### config.mk
export PLATFORM = sky130hd
export DESIGN_NAME = prog_loader
export DESIGN_NICKNAME = d
export VERILOG_FILES = /design/src/rtl/prog_loader.sv
export SDC_FILE = /design/constraint.sdc
export NUM_CORES = 1
export LEC_CHECK = 0
export CAP_MARGIN = 0
export CORE_ASPECT_RATIO = 1.2
export CORE_MARGIN = 2
export CORE_UTILIZATION = 25
export DETAILED_ROUTE_END_ITERATION = 16
export GPL_ROUTABILITY_DRIVEN = 0
export PLACE_DENSITY = 0.4
export SLEW_MARGIN = 10
export SYNTH_ARGS = -nofsm -noshare
export SYNTH_HDL_FRONTEND = slang
export SYNTH_SLANG_ARGS = --single-unit
### constraint.sdc
create_clock -name CLK -period 2.4 [get_ports CLK]
set_clock_uncertainty 0.05 [all_clocks]
set_input_delay 0.48 -clock CLK [delete_from_list [all_inputs] [get_ports CLK]]
set_output_delay 0.48 -clock CLK [all_outputs]
set_load 0.01 [all_outputs]
### src/rtl/prog_loader.sv
// Byte-stream program loader: parses sync/count/words/checksum frames and
// writes assembled 18-bit words into program memory while holding the CPU.
module prog_loader #(
    parameter int ADDR_W = 10,
    parameter int DATA_W = 18
) (
    input  logic              CLK,
    input  logic              RST,
    input  logic [7:0]        RX_DATA,
    input  logic              RX_VALID,
    output logic              RX_READY,
    output logic              WR_EN,
    output logic [ADDR_W-1:0] WR_ADDR,
    output logic [DATA_W-1:0] WR_DATA,
    output logic              CPU_HOLD,
    output logic              DONE,
    output logic              ERR
);

    typedef enum logic [2:0] {
        S_IDLE   = 3'd0,
        S_CNT_HI = 3'd1,
        S_CNT_LO = 3'd2,
        S_B0     = 3'd3,
        S_B1     = 3'd4,
        S_B2     = 3'd5,
        S_WRITE  = 3'd6,
        S_CHK    = 3'd7
    } state_t;

    function automatic logic [7:0] sum_add(input logic [7:0] sum, input logic [7:0] b);
        return sum + b;
    endfunction

    state_t              state_r, state_s;
    logic [1:0]          cnt_hi_r, cnt_hi_s;
    logic [ADDR_W-1:0]   cnt_r, cnt_s;
    logic [ADDR_W-1:0]   idx_r, idx_s;
    logic [7:0]          sum_r, sum_s;
    logic [1:0]          b0_r, b0_s;
    logic [7:0]          b1_r, b1_s;
    logic                wr_en_r, wr_en_s;
    logic [ADDR_W-1:0]   wr_addr_r, wr_addr_s;
    logic [DATA_W-1:0]   wr_data_r, wr_data_s;
    logic                hold_r, hold_s;
    logic                done_r, done_s;
    logic                err_r, err_s;
    logic                accept_s;

    assign RX_READY = !RST && (state_r != S_WRITE);
    assign WR_EN    = wr_en_r;
    assign WR_ADDR  = wr_addr_r;
    assign WR_DATA  = wr_data_r;
    assign CPU_HOLD = hold_r;
    assign DONE     = done_r;
    assign ERR      = err_r;

    // Next-state and next-output computation for the frame parser.
    always_comb begin
        state_s   = state_r;
        cnt_hi_s  = cnt_hi_r;
        cnt_s     = cnt_r;
        idx_s     = idx_r;
        sum_s     = sum_r;
        b0_s      = b0_r;
        b1_s      = b1_r;
        wr_en_s   = 1'b0;
        wr_addr_s = wr_addr_r;
        wr_data_s = wr_data_r;
        hold_s    = hold_r;
        done_s    = done_r;
        err_s     = err_r;
        accept_s  = RX_VALID && (state_r != S_WRITE);

        if (state_r == S_WRITE) begin
            // WRITE advances without a byte; it only decides the next word or CHK.
            if (idx_r == cnt_r) begin
                state_s = S_CHK;
            end else begin
                idx_s   = idx_r + {{(ADDR_W-1){1'b0}}, 1'b1};
                state_s = S_B0;
            end
        end else if (accept_s) begin
            case (state_r)
                S_IDLE: begin
                    if (RX_DATA == 8'hA5) begin
                        state_s = S_CNT_HI;
                        hold_s  = 1'b1;
                        done_s  = 1'b0;
                        err_s   = 1'b0;
                        sum_s   = 8'h00;
                    end else begin
                        state_s = S_IDLE;
                    end
                end
                S_CNT_HI: begin
                    cnt_hi_s = RX_DATA[1:0];
                    sum_s    = sum_add(sum_r, RX_DATA);
                    state_s  = S_CNT_LO;
                end
                S_CNT_LO: begin
                    cnt_s   = ADDR_W'({cnt_hi_r, RX_DATA});
                    sum_s   = sum_add(sum_r, RX_DATA);
                    idx_s   = {ADDR_W{1'b0}};
                    state_s = S_B0;
                end
                S_B0: begin
                    b0_s    = RX_DATA[1:0];
                    sum_s   = sum_add(sum_r, RX_DATA);
                    state_s = S_B1;
                end
                S_B1: begin
                    b1_s    = RX_DATA;
                    sum_s   = sum_add(sum_r, RX_DATA);
                    state_s = S_B2;
                end
                S_B2: begin
                    sum_s     = sum_add(sum_r, RX_DATA);
                    wr_en_s   = 1'b1;
                    wr_addr_s = idx_r;
                    wr_data_s = DATA_W'({b0_r, b1_r, RX_DATA});
                    state_s   = S_WRITE;
                end
                S_CHK: begin
                    hold_s  = 1'b0;
                    state_s = S_IDLE;
                    if (RX_DATA == sum_r) begin
                        done_s = 1'b1;
                    end else begin
                        err_s = 1'b1;
                    end
                end
                default: begin
                    state_s = S_IDLE;
                end
            endcase
        end else begin
            state_s = state_r;
        end
    end

    // State and output registers with synchronous reset.
    always_ff @(posedge CLK) begin
        if (RST) begin
            state_r   <= S_IDLE;
            cnt_hi_r  <= 2'd0;
            cnt_r     <= {ADDR_W{1'b0}};
            idx_r     <= {ADDR_W{1'b0}};
            sum_r     <= 8'h00;
            b0_r      <= 2'd0;
            b1_r      <= 8'h00;
            wr_en_r   <= 1'b0;
            wr_addr_r <= {ADDR_W{1'b0}};
            wr_data_r <= {DATA_W{1'b0}};
            hold_r    <= 1'b0;
            done_r    <= 1'b0;
            err_r     <= 1'b0;
        end else begin
            state_r   <= state_s;
            cnt_hi_r  <= cnt_hi_s;
            cnt_r     <= cnt_s;
            idx_r     <= idx_s;
            sum_r     <= sum_s;
            b0_r      <= b0_s;
            b1_r      <= b1_s;
            wr_en_r   <= wr_en_s;
            wr_addr_r <= wr_addr_s;
            wr_data_r <= wr_data_s;
            hold_r    <= hold_s;
            done_r    <= done_s;
            err_r     <= err_s;
        end
    end

endmodule

Word level (Yosys, flattened, before mapping):

Index checks and enable logic that the tools add are counted.

* shift-type cells: 0
* equal/unequal tests: 15
* magnitude comparators: 0
* $add $sub $neg: 2
* divide/modulo/power cells: 0
* bitwise gates (word level): 2
* multipliers: 0
* reductions and logical operators: 20
* muxes and demuxes: 19

Operator list (count)
* $mux W10: 4
* $pmux W3 S6: 1
* $reduce_and A3 Y1: 6
* $pmux W8 S2: 1
* $eq A3 B3 Y1 const B: 4
* $add A10 B1 Y10 const B: 1
* $eq A10 B10 Y1: 1
* $reduce_and A5 Y1: 2
* $mux W3: 3
* $add A8 B8 Y8: 1
* $eq A8 B8 Y1: 1
* $eq A8 B8 Y1 const B: 1
* $mux W8: 1
* $ne A2 B2 Y1 const B: 4
* $reduce_and A4 Y1: 2
* $reduce_bool A2 Y1: 4
* $eq A3 B2 Y1 const B: 2
* $mux W1: 6
* $pmux W1 S2: 3
* $reduce_or A5 Y1: 1
* $eq A3 B1 Y1 const B: 1
* $logic_not A3 Y1: 1
* $ne A3 B3 Y1 const B: 1
* $reduce_or A3 Y1: 1
* other kinds (3): 5

* bits in writable memories: 0
* input port bits: 11
* memories kept: 0
* bits in latches: 0
* ROM bits: 0
* output and inout bits: 33
* bits in registers: 75

Longest topological paths before layout:

Gate-level depths: netlist (run 1).

* word-level depth: 5
* depth in mapped cells: 8

Least setup slack after synthesis (run 1):

No wires, ideal clock.

* path kind: input port to flip-flop
* start point: in RX_DATA[1]
* end point: reg sum_r[7]
* buffers on the path: 0
* data arrival time: 2.017 ns
* cell stages on the path: 6
* path slack: 0.259 ns
* path through: ha_1 > a211oi_1 > o21ai_0 > and4_2 > or4b_1 > a31oi_1

* longest elaborated chain between the ends: 3
* elaborated cells between the ends (all ways): 5
* classes of those cells: 1 x add/sub; 2 x eq/ne; 1 x mux; 1 x reduce/logical

RTL lines
* start, declared: RTL line 9 `input logic [7:0] RX_DATA,`
* branches (longest 3 deep; another with $add A8 B8 Y8)
* end signal, assigned: RTL line 163 `sum_r <= sum_s;`
* end, declared: RTL line 39 `logic [7:0] sum_r, sum_s;`

Parallel ways; which one is timed is not known.
A chain may end at the register's enable or synchronous reset.

Worst setup path in the final report (run 1):

Ends and elaborated chain as after synthesis.

==> reports/qor.yml, run 1 <==
clock_tree:
  cts_setup_buffers: 0
  cts_hold_buf: 0
  cts_buffers: 9
  worstSkewPairLatency_ns: 0.34
  clk_pin_slew_ns: 0.06
  cts.sinks: 75
  clock_path_buffers: 2
  cts_tree: "yes"
  htreeDepth: 3
  cts-root-buf: "clkbuf_16"
worst_setup_path:
  critical-path-slowest-cell: "or4b_1"
  crit_family: "simple AND/OR/NAND/NOR gates"
  critPathLaunchType: "input pin"
  worstSetupPathType: "in2reg"
  critPathBufInv: 1
  critPathArrivalTime_ns: 2.50
  path_cells: "clkdlybuf4s50_1, ha_1, a211oi_1, o21ai_1, and4_2, or4b_1, a31oi_1"
  crit_fanout: 2
  slowest_delay_ns: 0.49
  cp-end-kind: "flip-flop"
  required_ns: 2.61
min_path:
  hp-class: "reg2reg"
floorplanning:
  num_io_pins: 44
  dieArea_sq_um: 15040
  die_w_um: 112.3
  start_util_pct: 25.56
  die_h_um: 133.9
  num_rows: 47
  core_area_sq_um: 13760
sta:
  slew-limit-headroom_pct: 56.67
  setup_slack_ns: 0.1138
  grt_setup_unrepaired: "no"
  fin_tns_setup_ns: 0
  tightest_slew_ns: 0.6476
  finalCritPeriodShare_pct: 95.26
  finalHoldViolCount: 0
  report.final.slew_viol_count: 0
  period_minus_slack_ns: 2.286
  max_freq_mhz: 437.4
  setup_viol: 0
route:
  drc: 0
  ant_nets: 0
  firstDrtPassIters: 4
  wl_per_cell_um: 14.62
  via_per_inst: 4.797
  dr.first_iter.drc_count: 129
  drt-total-wl_mm: 10.07
  vias: 3305
logic_synthesis:
  syn_area_sq_um: 3517
  synth.distinct_cells: 54
  synth_warnings: 0
  syn_area_per_cell_sq_um: 8.067
  synth_edf_count: 0
  ys_ff_latch: 75
  postSynthCellCount: 436
  synthFlopType: "dfxtp_1"
  yosysSeqAreaShare_pct: 42.69
  synth-async-reset-ratio_pct: 0
  syn_nets: 458
global_routing:
  grtUsageTotal_pct: 14.11
  use_met3_pct: 2.711
  grt_max_degree: 55
  grt_util_met2_pct: 24.53
  grt_overflow_total: 0
  antenna_found_initial: 0
  grt_pass1_wl_mm: 16.87
  grtUsageMet1_pct: 16.56
  grt_pass1_vias: 3376
  grt-busiest-layer: "met2"
final_layout:
  drive_above_1_share_pct: 14.86
  layout.nets: 535
  diodes: 0
  syn2layout_area_growth_pct: 33.30
job:
  cap_violations: 0
pwr:
  power.leakage_nw: 1.759
  ir_drop_mv: 0.2892
  p_per_area_nw_per_um2: 588.0
placement:
  dp_hpwl_mm: 7.496
  port_buffers: 43
  dp_slack_ns: -0.2679
outcome:
  run_status: "completed"
through the flow:
| step | instance area [sq um] | hold WS, ns | power (W) | std cells | util [%] |
|---|---|---|---|---|---|
| after global placement | 4410 | 0.3950 | 0.001518 | 673 | 32.05 |
| after CTS | 4688 | 0.4052 | 0.002811 | 689 | 34.07 |
| after global routing | 4688 | 0.4167 | 0.002876 | 689 | 34.07 |
| after floorplan | 3517 | 0.3812 | 0.001413 | 436 | - |
| after detailed placement | 4410 | 0.3966 | 0.001519 | 673 | 32.05 |
| final | 4688 | 0.4019 | 0.002757 | 689 | 34.07 |
synthesized netlist by cell type (all sizes together), types with 4 or more instances:
cell	count	area, sq um
nand2	102	382.9
dfxtp	75	1501
a21oi	65	329.1
nor2	27	101.4
clkbuf	19	71.32
o21ai	13	65.06
xor2	11	96.34
ha	10	125.1
buf	8	50.05
a22oi	7	52.55
inv	7	26.28
nand2b	7	43.79
nand3	7	35.03
and3	6	37.54
o31ai	6	45.04
nor3	5	25.02
or4	5	37.54
nor2b	4	25.02
or4b	4	40.04
state kept, by name (all words and copies together), names as in the netlist, 3 cells and up:
signal   count
b1_r         8
sum_r        8
cnt_r       10
idx_r       10
WR_ADDR     10
WR_DATA     18
state_r      3
cells by family after synthesis:
family | share of synthesized area [%]
multiplexers | 0.8538
adder cells (fa/ha/maj) | 4.127
XOR/XNOR | 3.486
flip-flops | 42.69
AO/OA/AOI/OAI | 17.97
buffers and inverters | 4.198
AND/OR/NAND/NOR | 26.68
layer usage:
| metal | part of all wire [%] | vias up |
|---|---|---|
| met3 | 2.6 | 20 |
| met4 | 3.0 | 0 |
| li1 | - | 1672 |
| met1 | 44 | 1563 |
| met5 | 0 | - |
| met2 | 51 | 50 |
cells in the final DEF (no fill, tap or decap), types with 4 or more instances in the layout:
cell and instances:
a21oi_1 64, a22oi_1 7, and3_1 6, buf_4 50
clkbuf_16 9, clkdlybuf4s50_1 42, dfxtp_1 75, ha_1 10
inv_1 7, nand2_1 102, nand2b_1 7, nand3_1 7
nor2_1 27, nor2b_1 4, nor3_1 5, o21ai_0 9
o21ai_1 4, o31ai_1 6, or4_1 5, xor2_1 11
worst register-to-register path, delay by kind of cell, from the launching register on:
family	cells	cell delay, ns
AO/OA/AOI/OAI	1	0.21
XOR/XNOR	1	0.18
flip-flops	1	0.51
buffers and inverters	1	0.20
AND/OR/NAND/NOR	3	0.80
final cells by class:
| type | count | area (sq um) |
|---|---|---|
| Timing Repair Buffer | 93 | 800.8 |
| Clock buffer | 9 | 225.2 |
| Tap cell | 171 | 214.0 |
| Sequential cell | 75 | 1501 |
| Clock inverter | 7 | 52.55 |
| Fill cell | 1522 | 9072 |
| Multi-Input combinational cell | 327 | 1868 |
| Inverter | 7 | 26.28 |
timing repair:
action	4_1_cts	5_1_grt
gates resized for setup	0	1
setup endpoints to repair	0	1
endpoints found under the hold margin	0	0
power breakdown:
group | switching [W] | internal, W
sequential | 0.00000937 | 0.00126
combinational | 0.000124 | 0.0000973
clock | 0.000564 | 0.000705
total | 0.000697 | 0.00206
final timing paths:
path                            slack, ns       start    endpoint  cells past startpoint
worst max-delay path                 0.11  RX_DATA[1]    sum_r[7]                      7
worst min-delay path                 0.40  WR_ADDR[9]  WR_ADDR[9]                      2
worst max register to register       0.37    idx_r[2]    idx_r[5]                      6
worst min register to register       0.40  WR_ADDR[9]  WR_ADDR[9]                      2
Power figures use the tool's default switching activity.
==> run 2: changes to the inputs <==
--- a/config.mk
+++ b/config.mk
@@ -5,6 +5,7 @@
 export SDC_FILE = /design/constraint.sdc
 export NUM_CORES = 1
 export LEC_CHECK = 0
+export ABC_AREA = 0
 export CAP_MARGIN = 0
 export CORE_ASPECT_RATIO = 1.2
 export CORE_MARGIN = 2
==> results of run 2 <==
Same layout as run 1: the final DEF is identical, and so are final timing and power.
